$ cat config.mk
export PLATFORM = sky130hd
export DESIGN_NAME = pong_game_ctrl
export DESIGN_NICKNAME = d
export VERILOG_FILES = /design/src/rtl/pong_game_ctrl.sv
export SDC_FILE = /design/constraint.sdc
export NUM_CORES = 1
export LEC_CHECK = 0
export ABC_CLOCK_PERIOD_IN_PS = 2000
export BUFFER_PORTS_ARGS = -buffer_cell sky130_fd_sc_hd__buf_4
export CAP_MARGIN = 20
export CORE_UTILIZATION = 39
export CTS_BUF_LIST = sky130_fd_sc_hd__clkbuf_8 sky130_fd_sc_hd__clkbuf_16
export CTS_CLUSTER_DIAMETER = 100
export DETAILED_ROUTE_END_ITERATION = 16
export HOLD_SLACK_MARGIN = 0.08
export PLACE_DENSITY_LB_ADDON = 0.05
export SLEW_MARGIN = 20
export SYNTH_ARGS = -nofsm -noshare
export SYNTH_HDL_FRONTEND = slang
export SYNTH_SLANG_ARGS = --single-unit
export TNS_END_PERCENT = 100
$ cat constraint.sdc
create_clock -name clk -period 2 [get_ports clk]
set_clock_uncertainty 0.15 [all_clocks]
set_input_delay 0.4 -clock clk [delete_from_list [all_inputs] [get_ports clk]]
set_output_delay 0.4 -clock clk [all_outputs]
set_load 0.1 [all_outputs]
$ cat src/rtl/pong_game_ctrl.sv
// rtl/pong_game_ctrl.sv - pong match sequencer: serve, rally, scoring, game over
// Optional PONG_AUTOSERVE_EN: serve after SERVE_FRAMES frame ticks instead of on a start press.
module pong_game_ctrl #(
  parameter int WIN_SCORE    = 9,
  parameter int SERVE_FRAMES = 60
) (
  input  logic       clk,
  input  logic       reset,
  input  logic       frame_tick,
  input  logic       start_btn,
  input  logic       miss_left,
  input  logic       miss_right,
  output logic       ball_reset,
  output logic       ball_run,
  output logic       serve_dir,
  output logic [3:0] score_left,
  output logic [3:0] score_right,
  output logic       game_over,
  output logic       winner
);

  typedef enum logic [2:0] {S_IDLE, S_SERVE, S_PLAY, S_POINT, S_OVER} state_t;

  localparam logic [3:0] WIN_N = 4'(WIN_SCORE);

  state_t     state, state_nxt;
  logic       start_prev;
  logic       start_rise;
  logic       serve_done;
  logic [3:0] score_left_nxt, score_right_nxt;
  logic       serve_dir_nxt, winner_nxt;

  assign start_rise = start_btn & ~start_prev;

  function automatic logic [3:0] sat_inc(input logic [3:0] v);
    return (v == 4'hF) ? v : v + 4'd1;
  endfunction

`ifdef PONG_AUTOSERVE_EN
  localparam logic [7:0] SERVE_N = 8'(SERVE_FRAMES);
  logic [7:0] serve_cnt;

  // Counter sits at zero outside SERVE, so every SERVE entry starts a fresh count.
  always_ff @(posedge clk or posedge reset) begin
    if (reset)
      serve_cnt <= 8'd0;
    else if (state != S_SERVE)
      serve_cnt <= 8'd0;
    else if (frame_tick)
      serve_cnt <= serve_cnt + 8'd1;
  end

  assign serve_done = frame_tick && (serve_cnt + 8'd1 == SERVE_N);
`else
  logic unused_serve;
  assign unused_serve = &{1'b0, frame_tick, 8'(SERVE_FRAMES)};
  assign serve_done   = start_rise;
`endif

  always_comb begin
    state_nxt       = state;
    score_left_nxt  = score_left;
    score_right_nxt = score_right;
    serve_dir_nxt   = serve_dir;
    winner_nxt      = winner;
    case (state)
      S_IDLE: if (start_rise) begin
        score_left_nxt  = 4'd0;
        score_right_nxt = 4'd0;
        serve_dir_nxt   = 1'b1;
        state_nxt       = S_SERVE;
      end
      S_SERVE: if (serve_done) state_nxt = S_PLAY;
      S_PLAY: begin
        // Simultaneous misses replay the point without scoring.
        if (miss_left && miss_right) begin
          state_nxt = S_POINT;
        end else if (miss_left) begin
          score_right_nxt = sat_inc(score_right);
          serve_dir_nxt   = 1'b0;
          state_nxt       = S_POINT;
        end else if (miss_right) begin
          score_left_nxt = sat_inc(score_left);
          serve_dir_nxt  = 1'b1;
          state_nxt      = S_POINT;
        end
      end
      S_POINT: begin
        if (score_left == WIN_N) begin
          winner_nxt = 1'b0;
          state_nxt  = S_OVER;
        end else if (score_right == WIN_N) begin
          winner_nxt = 1'b1;
          state_nxt  = S_OVER;
        end else begin
          state_nxt = S_SERVE;
        end
      end
      S_OVER: if (start_rise) begin
        score_left_nxt  = 4'd0;
        score_right_nxt = 4'd0;
        state_nxt       = S_SERVE;
      end
      default: state_nxt = S_IDLE;
    endcase
  end

  // Ball controls and game_over are registered from the next state so they track state exactly.
  always_ff @(posedge clk or posedge reset) begin
    if (reset) begin
      state       <= S_IDLE;
      start_prev  <= 1'b0;
      ball_reset  <= 1'b1;
      ball_run    <= 1'b0;
      serve_dir   <= 1'b0;
      score_left  <= 4'd0;
      score_right <= 4'd0;
      game_over   <= 1'b0;
      winner      <= 1'b0;
    end else begin
      state       <= state_nxt;
      start_prev  <= start_btn;
      ball_reset  <= (state_nxt != S_PLAY);
      ball_run    <= (state_nxt == S_PLAY);
      serve_dir   <= serve_dir_nxt;
      score_left  <= score_left_nxt;
      score_right <= score_right_nxt;
      game_over   <= (state_nxt == S_OVER);
      winner      <= winner_nxt;
    end
  end

endmodule

Word level (Yosys, flattened, before mapping)
Index checks and enable logic that the tools add are counted.
- logic and storage cells: 68
- output and inout port bits: 13
- bits of input ports: 6
- flip-flop bits (word level): 17
- bitwise operators: 2
- reduce and logical (&&, ||, !) cells: 10
- $add $sub $neg: 2
- equality and inequality tests: 20
- mux-type cells: 25
- operators by type and width (kind ; number):
    4-bit 2-to-1 mux ; 8
    3-bit 2-to-1 mux ; 7
    4-bit == test, second input constant ; 4
    4-bit case mux with 2 select lines ; 2
    2-bit != test, second input constant ; 7
    3-bit case mux with 4 select lines ; 1
    3-bit by 2-bit == test with 1-bit output, second input constant ; 3
    4-bit by 1-bit adder with 4-bit output, second input constant ; 2
    3-bit == test, second input constant ; 2
    1-bit 2-to-1 mux ; 6
    6-bit AND reduction ; 1
    2-bit nonzero test ; 3
    5-bit AND reduction ; 1
    4-bit AND reduction ; 1
    3-bit by 1-bit == test with 1-bit output, second input constant ; 1
    3-bit zero test ; 1
    3-bit by 2-bit != test with 1-bit output, second input constant ; 1
    3-bit != test, second input constant ; 1
    2-bit by 1-bit != test with 1-bit output, second input constant ; 1
    1-bit case mux with 2 select lines ; 1
    2-bit AND reduction ; 1
    2-bit OR reduction ; 1
    1-bit bitwise AND ; 1
    1-bit logical AND ; 1
    1-bit NOT ; 1

Longest topological paths before layout
Gate-level depths: netlist (run 1).
- depth in word-level cells: 6
- depth in mapped cells: 6
- depth with buffers taken out: 6

Worst setup path after synthesis (run 1)
Ideal clock, no wire load.
- path type: register to register
- start: reg score_right[0]
- end: reg score_right[1]
- data required time: 1722 ps
- clock period less this slack: 2246 ps
- setup time: 128 ps
- path buffers: 0
- arrival: 1968 ps
- slack: -246 ps
- cell stages (with the launch flop): 6
- path through: dfrtp_1 ha_1 nand3_1 a21oi_2 a21oi_2 mux2_1
- cells in the longest elaborated chain, start to end: 5
- elaborated cells on any way between the ends: 8
- those cells by class: 1 x add/sub; 2 x eq/ne; 4 x mux; 1 x reduce/logical
- RTL lines (element ; line ; text):
    from (decl) ; 17 ; output logic [3:0] score_right,
    from (signal assigned) ; 127 ; score_right <= score_right_nxt;
    4-bit by 1-bit adder with 4-bit output ; 36 ; return (v == 4'hF) ? v : v + 4'd1;
    4-bit 2-to-1 mux ; 36 ;
    4-bit 2-to-1 mux ; 78 ; end else if (miss_left) begin
    4-bit 2-to-1 mux ; 76 ; if (miss_left && miss_right) begin
    4-bit case mux with 2 select lines ; 66 ; case (state)
Several ways; a longest one is shown, not always the timed one. The select of a mux whose other input is x is not followed.
A chain may end at the register's enable or synchronous reset.

Worst setup path in the final report (run 1)
- start: reg state[2]
- end: reg score_left[1]
- cells in the longest elaborated chain, start to end: 4
- elaborated cells on any way between the ends: 12
- those cells by class: 7 x eq/ne; 1 x mux; 4 x reduce/logical
- RTL lines (element ; line ; text):
    from (decl) ; 26 ; state_t state, state_nxt;
    from (signal assigned) ; 121 ; state <= state_nxt;
    3-bit == test / 3-bit zero test (equally long branches) ; 66 ;
    2-bit OR reduction (no source line) ; n/a ;
    2-bit by 1-bit != test with 1-bit output (no source line) / 2-bit nonzero test (equally long branches) ; n/a ;
    6-bit AND reduction (no source line) ; n/a ;
    to (signal assigned) ; 126 ; score_left <= score_left_nxt;
    to (decl) ; 16 ; output logic [3:0] score_left,
Several ways; a longest one is shown, not always the timed one.

==> results.json, run 1 <==
{
  "grt_pass1_wl_um": 3370,
  "die_x_um": 51.7,
  "r2r-start": "state[2]",
  "cp.arrival_ns": 1.74,
  "initial_core_util_pct": 42.4,
  "maxSlewViolCount": 0,
  "p_clk_share_pct": 14.9,
  "antenna_found_initial": 0,
  "syn_inst": 90,
  "slowest_delay_ns": 0.48,
  "wl_per_cell_um": 13.1,
  "status": "complete, no violations",
  "mostFrequentLayoutCell": "buf_4",
  "async_reset_ff_share_pct": 100,
  "drt_iter0_drc": 7,
  "required_ns": 1.98,
  "cts.sinks": 17,
  "worst-path-buf-inv": 0,
  "path_clk_slew_ns": 0.06,
  "clockBufferDepth": 2,
  "startpoint": "state[2]",
  "rows": 17,
  "via_per_inst": 5.37,
  "placed_area_sq_um": 1130,
  "period_needed_ns": 1.75,
  "ctsResizeCount": 0,
  "htree_levels": 1,
  "swShare_pct": 49.8,
  "antennaDiodeCount": 0,
  "dr.pass1.iters": 2,
  "yosysWarnings": 0,
  "dieHeight_um": 51.7,
  "wl_met1_um": 900,
  "finalSetupViolCount": 0,
  "ys.flop_type": "dfrtp_1",
  "dp_hpwl_um": 1340,
  "synth_top_cells_by_area": "dfrtp_1, ha_1, buf_6",
  "end_kind": "flip-flop",
  "worst_pin_slew_ns": 0.641,
  "layout_common_cells": "buf_4, dfrtp_1, dfrtp_2, nor2_1, inv_1",
  "maxUsedRoutingLayer": "met4",
  "synthesis.nets": 100,
  "crit_family": "simple AND/OR/NAND/NOR gates",
  "overflow": 0,
  "slew_headroom_pct": 57.2,
  "grt_use_total_pct": 17.0,
  "ys_ff_latch": 17,
  "cts_hold_buf": 0,
  "cts_buffers": 3,
  "grt_pass1_vias": 725,
  "clkLatencyLatePin_ns": 0.25,
  "io_buffers": 17,
  "coreArea_sq_um": 2280,
  "post_cts_buffers": 0,
  "place_ws_ns": 0.250,
  "p_int_uw": 834,
  "drc": 0,
  "max-vdd-ir-drop_mv": 0.706,
  "nNetsFinal": 122,
  "syn_to_final_growth_pct": 21.4,
  "period_share_pct": 87.7,
  "p_per_area_nw_per_um2": 1420,
  "p_leak_nw": 0.529,
  "layout_setup_ws_ns": 0.245,
  "power.switching_uw": 829,
  "crit_slowest_cell": "dfrtp_1",
  "hp-class": "input pin to asynchronous set/reset pin",
  "pin_count": 19,
  "grt_max_degree": 18,
  "cts_tree": "yes",
  "place_congestion": 0.755,
  "final_area_sq_um": 1170,
  "synth.yosys.seq_area_share_pct": 44.2,
  "critPathLaunchType": "flip-flop",
  "synth_cell_type_count": 37,
  "cap_violations": 0,
  "drive_above_1_share_pct": 37.8,
  "routed_wl_um": 1820,
  "wl_met2_um": 841,
  "via_count": 746,
  "synth_top_cell_by_area": "dfrtp_1",
  "comb_power_share_pct": 52.7,
  "ant_nets": 0,
  "cp_cell_sequence": "and4bb_4 -> nand2_1 -> o21ai_2 -> mux2_2",
  "netlist.area_leader.share_pct": 41.5,
  "criticalPathCategory": "flip-flop to flip-flop",
  "grt_setup_unrepaired": "no",
  "cts_root_buf": "clkbuf_8",
  "finalSetupTns_ns": 0,
  "hold_viol": 0,
  "fmax_ghz": 0.570,
  "die_area_sq_um": 2680,
  "synth_edf_count": 0,
  "syn_avg_cell_area_sq_um": 10.7,
  "wl_met3_um": 68,
  "p_seq_share_pct": 32.4,
  "syn_area_sq_um": 965,
  "cp_max_fo": 10
}
[worst register-to-register path, stage by stage, from the launching register on]
cell and delay (ns):
dfrtp_1 0.48, and4bb_4 0.43, nand2_1 0.12, o21ai_2 0.11, mux2_2 0.35
[cells by family after synthesis]
family | Yosys count | synth area share [%]
AO/OA/AOI/OAI | 24 | 18.4
adder cells (fa/ha/maj) | 4 | 5.19
buffers and inverters | 8 | 5.45
flip-flops | 17 | 44.2
multiplexers | 4 | 4.41
AND/OR/NAND/NOR | 33 | 22.3
[sequential cells by signal, indices dropped and copies added (netlist names)]
name         count
ball_reset       1
ball_run         1
game_over        1
score_left       4
score_right      4
serve_dir        1
start_prev       1
state            3
winner           1
[cell type report]
cell class / count / area (sq um)
fillers: 213 / 1100
inverters: 5 / 18.8
clock inverters: 1 / 3.75
clock buffers: 3 / 41.3
well taps: 28 / 35.0
multi-input cells: 65 / 485
flip-flops and latches: 17 / 437
repair buffers: 20 / 150
[path summary, 6_finish.rpt]
kind                             endpoint  slack [ns]  cells after the start
hold reg to reg            score_right[3]        0.35                      1
hold / removal             score_right[3]        0.09                      2
max in group asynchronous   score_left[2]        1.16                      2
setup reg to reg            score_left[1]        0.25                      4
setup / recovery            score_left[1]        0.25                      4
min in group clk               start_prev        0.13                      1
[power groups by stage]
stage / sequential (mW) / combinational [mW] / clock [mW]
6_report: 0.538 / 0.876 / 0.249
5_1_grt: 0.552 / 0.950 / 0.280
4_1_cts: 0.538 / 0.881 / 0.261
3_5_place_dp: 0.544 / 0.878 / 0
3_3_place_gp: 0.542 / 0.877 / 0
2_1_floorplan: 0.882 / 0.361 / 0
[synth_stat cells (3+ instances only)]
master	number
a21oi_1	3
inv_1	5
ha_1	4
nand3_1	4
nand2b_1	5
nor2_1	7
a21o_1	3
dfrtp_1	16
a31oi_1	3
nand2_1	5
buf_6	3
[stage by stage]
stage / instances / hold WS, ns / util [%] / power [mW]
6_report: 139 / 0.0879 / 51.5 / 1.66
5_1_grt: 139 / 0.115 / 51.5 / 1.78
4_1_cts: 139 / 0.116 / 51.5 / 1.68
3_5_place_dp: 135 / 0.333 / 49.5 / 1.42
3_3_place_gp: 135 / 0.331 / 49.5 / 1.42
2_1_floorplan: 90 / 0.175 / - / 1.24
[layer usage]
layer | up-vias | global-route usage [%]
met5 | - | 0
met3 | 2 | 6.14
met1 | 357 | 22.3
li1 | 372 | -
met2 | 15 | 26.6
met4 | 0 | 4.05
No activity file was read; power rests on OpenSTA's default activity.
==> inputs of run 2 (changes only) <==
Settings changed: CTS_BUF_LIST sky130_fd_sc_hd__clkbuf_8 sky130_fd_sc_hd__clkbuf_16 to sky130_fd_sc_hd__clkbuf_4 sky130_fd_sc_hd__clkbuf_8 sky130_fd_sc_hd__clkbuf_16, CTS_CLUSTER_DIAMETER 100 to 150.
==> run 2 against run 1 <==
Net effect:
- sequential share of layout area decreased by 0.63 points
- critical path type is now input pin to flip-flop
- critical endpoint is now score_right[1]
- highest routed layer unchanged
- critical path depth increased by 3
- fmax decreased by 7.2%
==> results.json, run 2 (same netlist as run 1, synthesis figures left out) <==
{
  "p_clk_share_pct": 12.1,
  "layout_setup_ws_ns": 0.108,
  "dieHeight_um": 51.7,
  "ctsResizeCount": 0,
  "required_ns": 2.03,
  "drive_above_1_share_pct": 39.1,
  "antenna_found_initial": 0,
  "reg_top3": "score_left x4, score_right x4, state x3",
  "clkLatencyLatePin_ns": 0.29,
  "rr_endpoint": "score_left[1]",
  "fmax_ghz": 0.529,
  "cts_root_buf": "clkbuf_4",
  "grt_pass1_wl_um": 3390,
  "wl_met1_um": 934,
  "via_per_inst": 5.29,
  "drc": 0,
  "ff2ff_setup_slack_ns": 0.25,
  "max-vdd-ir-drop_mv": 0.648,
  "place_ws_ns": 0.250,
  "pin_count": 19,
  "hold_viol": 0,
  "initial_core_util_pct": 42.4,
  "routed_wl_um": 1890,
  "maxUsedRoutingLayer": "met4",
  "clockBufferDepth": 2,
  "mostFrequentLayoutCell": "buf_4",
  "die_x_um": 51.7,
  "cts_tree": "yes",
  "comb_power_share_pct": 54.9,
  "via_count": 757,
  "ant_nets": 0,
  "p_seq_share_pct": 33.0,
  "die_area_sq_um": 2680,
  "grt_max_degree": 18,
  "cp_cell_sequence": "dlygate4sd3_1 -> buf_4 -> nor4b_4 -> buf_4 -> a21oi_2 -> a21oi_2 -> mux2_1",
  "wl_per_cell_um": 13.2,
  "p_per_area_nw_per_um2": 1370,
  "hp-class": "input pin to flip-flop",
  "wl_met2_um": 878,
  "cts_buffers": 3,
  "r2r-start": "state[2]",
  "finalSetupViolCount": 0,
  "wl_met3_um": 66,
  "coreArea_sq_um": 2280,
  "p_int_uw": 800,
  "layout_common_cells": "buf_4, dfrtp_1, dfrtp_2, nor2_1",
  "end_kind": "flip-flop",
  "antennaDiodeCount": 0,
  "nNetsFinal": 126,
  "cts.sinks": 17,
  "cap_violations": 0,
  "worst_pin_slew_ns": 0.640,
  "status": "complete, no violations",
  "crit_slowest_cell": "dlygate4sd3_1",
  "rr_worst_depth": 4,
  "p_leak_nw": 0.540,
  "place_congestion": 0.755,
  "slew_headroom_pct": 57.3,
  "maxSlewViolCount": 0,
  "endpoint": "score_right[1]",
  "finalSetupTns_ns": 0,
  "grt_use_total_pct": 17.4,
  "power.switching_uw": 828,
  "hold_ws_ns": 0.272,
  "dr.pass1.iters": 4,
  "swShare_pct": 50.8,
  "drt_iter0_drc": 8,
  "overflow": 0,
  "startpoint": "start_btn",
  "io_buffers": 17,
  "htree_levels": 1,
  "dp_hpwl_um": 1340,
  "syn_to_final_growth_pct": 23.5,
  "period_share_pct": 94.6,
  "critPathLaunchType": "input pin",
  "cp_max_fo": 4,
  "rows": 17,
  "slowest_delay_ns": 0.52,
  "grt_pass1_vias": 732,
  "grt_setup_unrepaired": "no",
  "criticalPathCategory": "input pin to flip-flop",
  "cp.arrival_ns": 1.92,
  "total_power_mw": 1.63,
  "path_clk_slew_ns": 0.10,
  "period_needed_ns": 1.89
}
run 2: cell count changes in the layout (fill, tap and decap cells not counted):
cell | previous run | this run
dlygate4sd3_1 | 0 | 2
buf_4 | 20 | 22
clkbuf_4 | 0 | 4
clkbuf_8 | 3 | 0
inv_1 | 6 | 5
run 2: area by class of cell:
class,instances,area (sq um)
well taps,28,35.0
multi-input cells,65,485
repair buffers,24,185
fillers,214,1080
inverters,5,18.8
flip-flops and latches,17,437
clock buffers,4,30.0
run 2: through the flow:
| stage | cells | instance area, sq um | util (%) |
|---|---|---|---|
| after global placement | 135 | 1130 | 49.5 |
| final | 143 | 1190 | 52.3 |
| after floorplan | 90 | 975 | - |
| after detailed placement | 135 | 1130 | 49.5 |
| after global routing | 143 | 1190 | 52.3 |
| after CTS | 141 | 1180 | 51.7 |
run 2: timing repair:
action / in CTS / in global routing
endpoints found under the setup margin: 0 / 1
hold buffers: 2 / 0
buffers inserted: 0 / 2
endpoints found under the hold margin: 17 / 0
run 2: worst min-delay path by stage:
| stage | start | endpoint | slack, ns | depth (start not counted) |
|---|---|---|---|---|
| floorplan | reset | ball_run | 0.17 | 1 |
| global placement | winner | winner | 0.33 | 1 |
| detailed placement | winner | winner | 0.33 | 1 |
| CTS | miss_left | serve_dir | 0.26 | 4 |
| global route | miss_left | serve_dir | 0.29 | 4 |
| finish | miss_left | serve_dir | 0.27 | 4 |
run 2: worst max-delay path: cells and delay by family:
family | cells | cell delay, ns
AND/OR/NAND/NOR | 1 | 0.17
buffers and inverters | 3 | 0.81
multiplexers | 1 | 0.34
AO/OA/AOI/OAI | 2 | 0.20
run 2: metal layers:
metal,vias to the layer above,GRT usage (%)
li1,378,-
met1,362,22.5
met2,15,27.5
met3,2,6.14
met4,0,4.05
met5,-,0
run 2: power groups by stage:
stage          Sequential [mW]  Clock, mW  Combinational (mW)
5_1_grt                  0.551      0.226               0.968
2_1_floorplan            0.882          0               0.361
6_report                 0.537      0.197               0.895
3_3_place_gp             0.542          0               0.877
3_5_place_dp             0.544          0               0.878
4_1_cts                  0.537      0.210               0.886
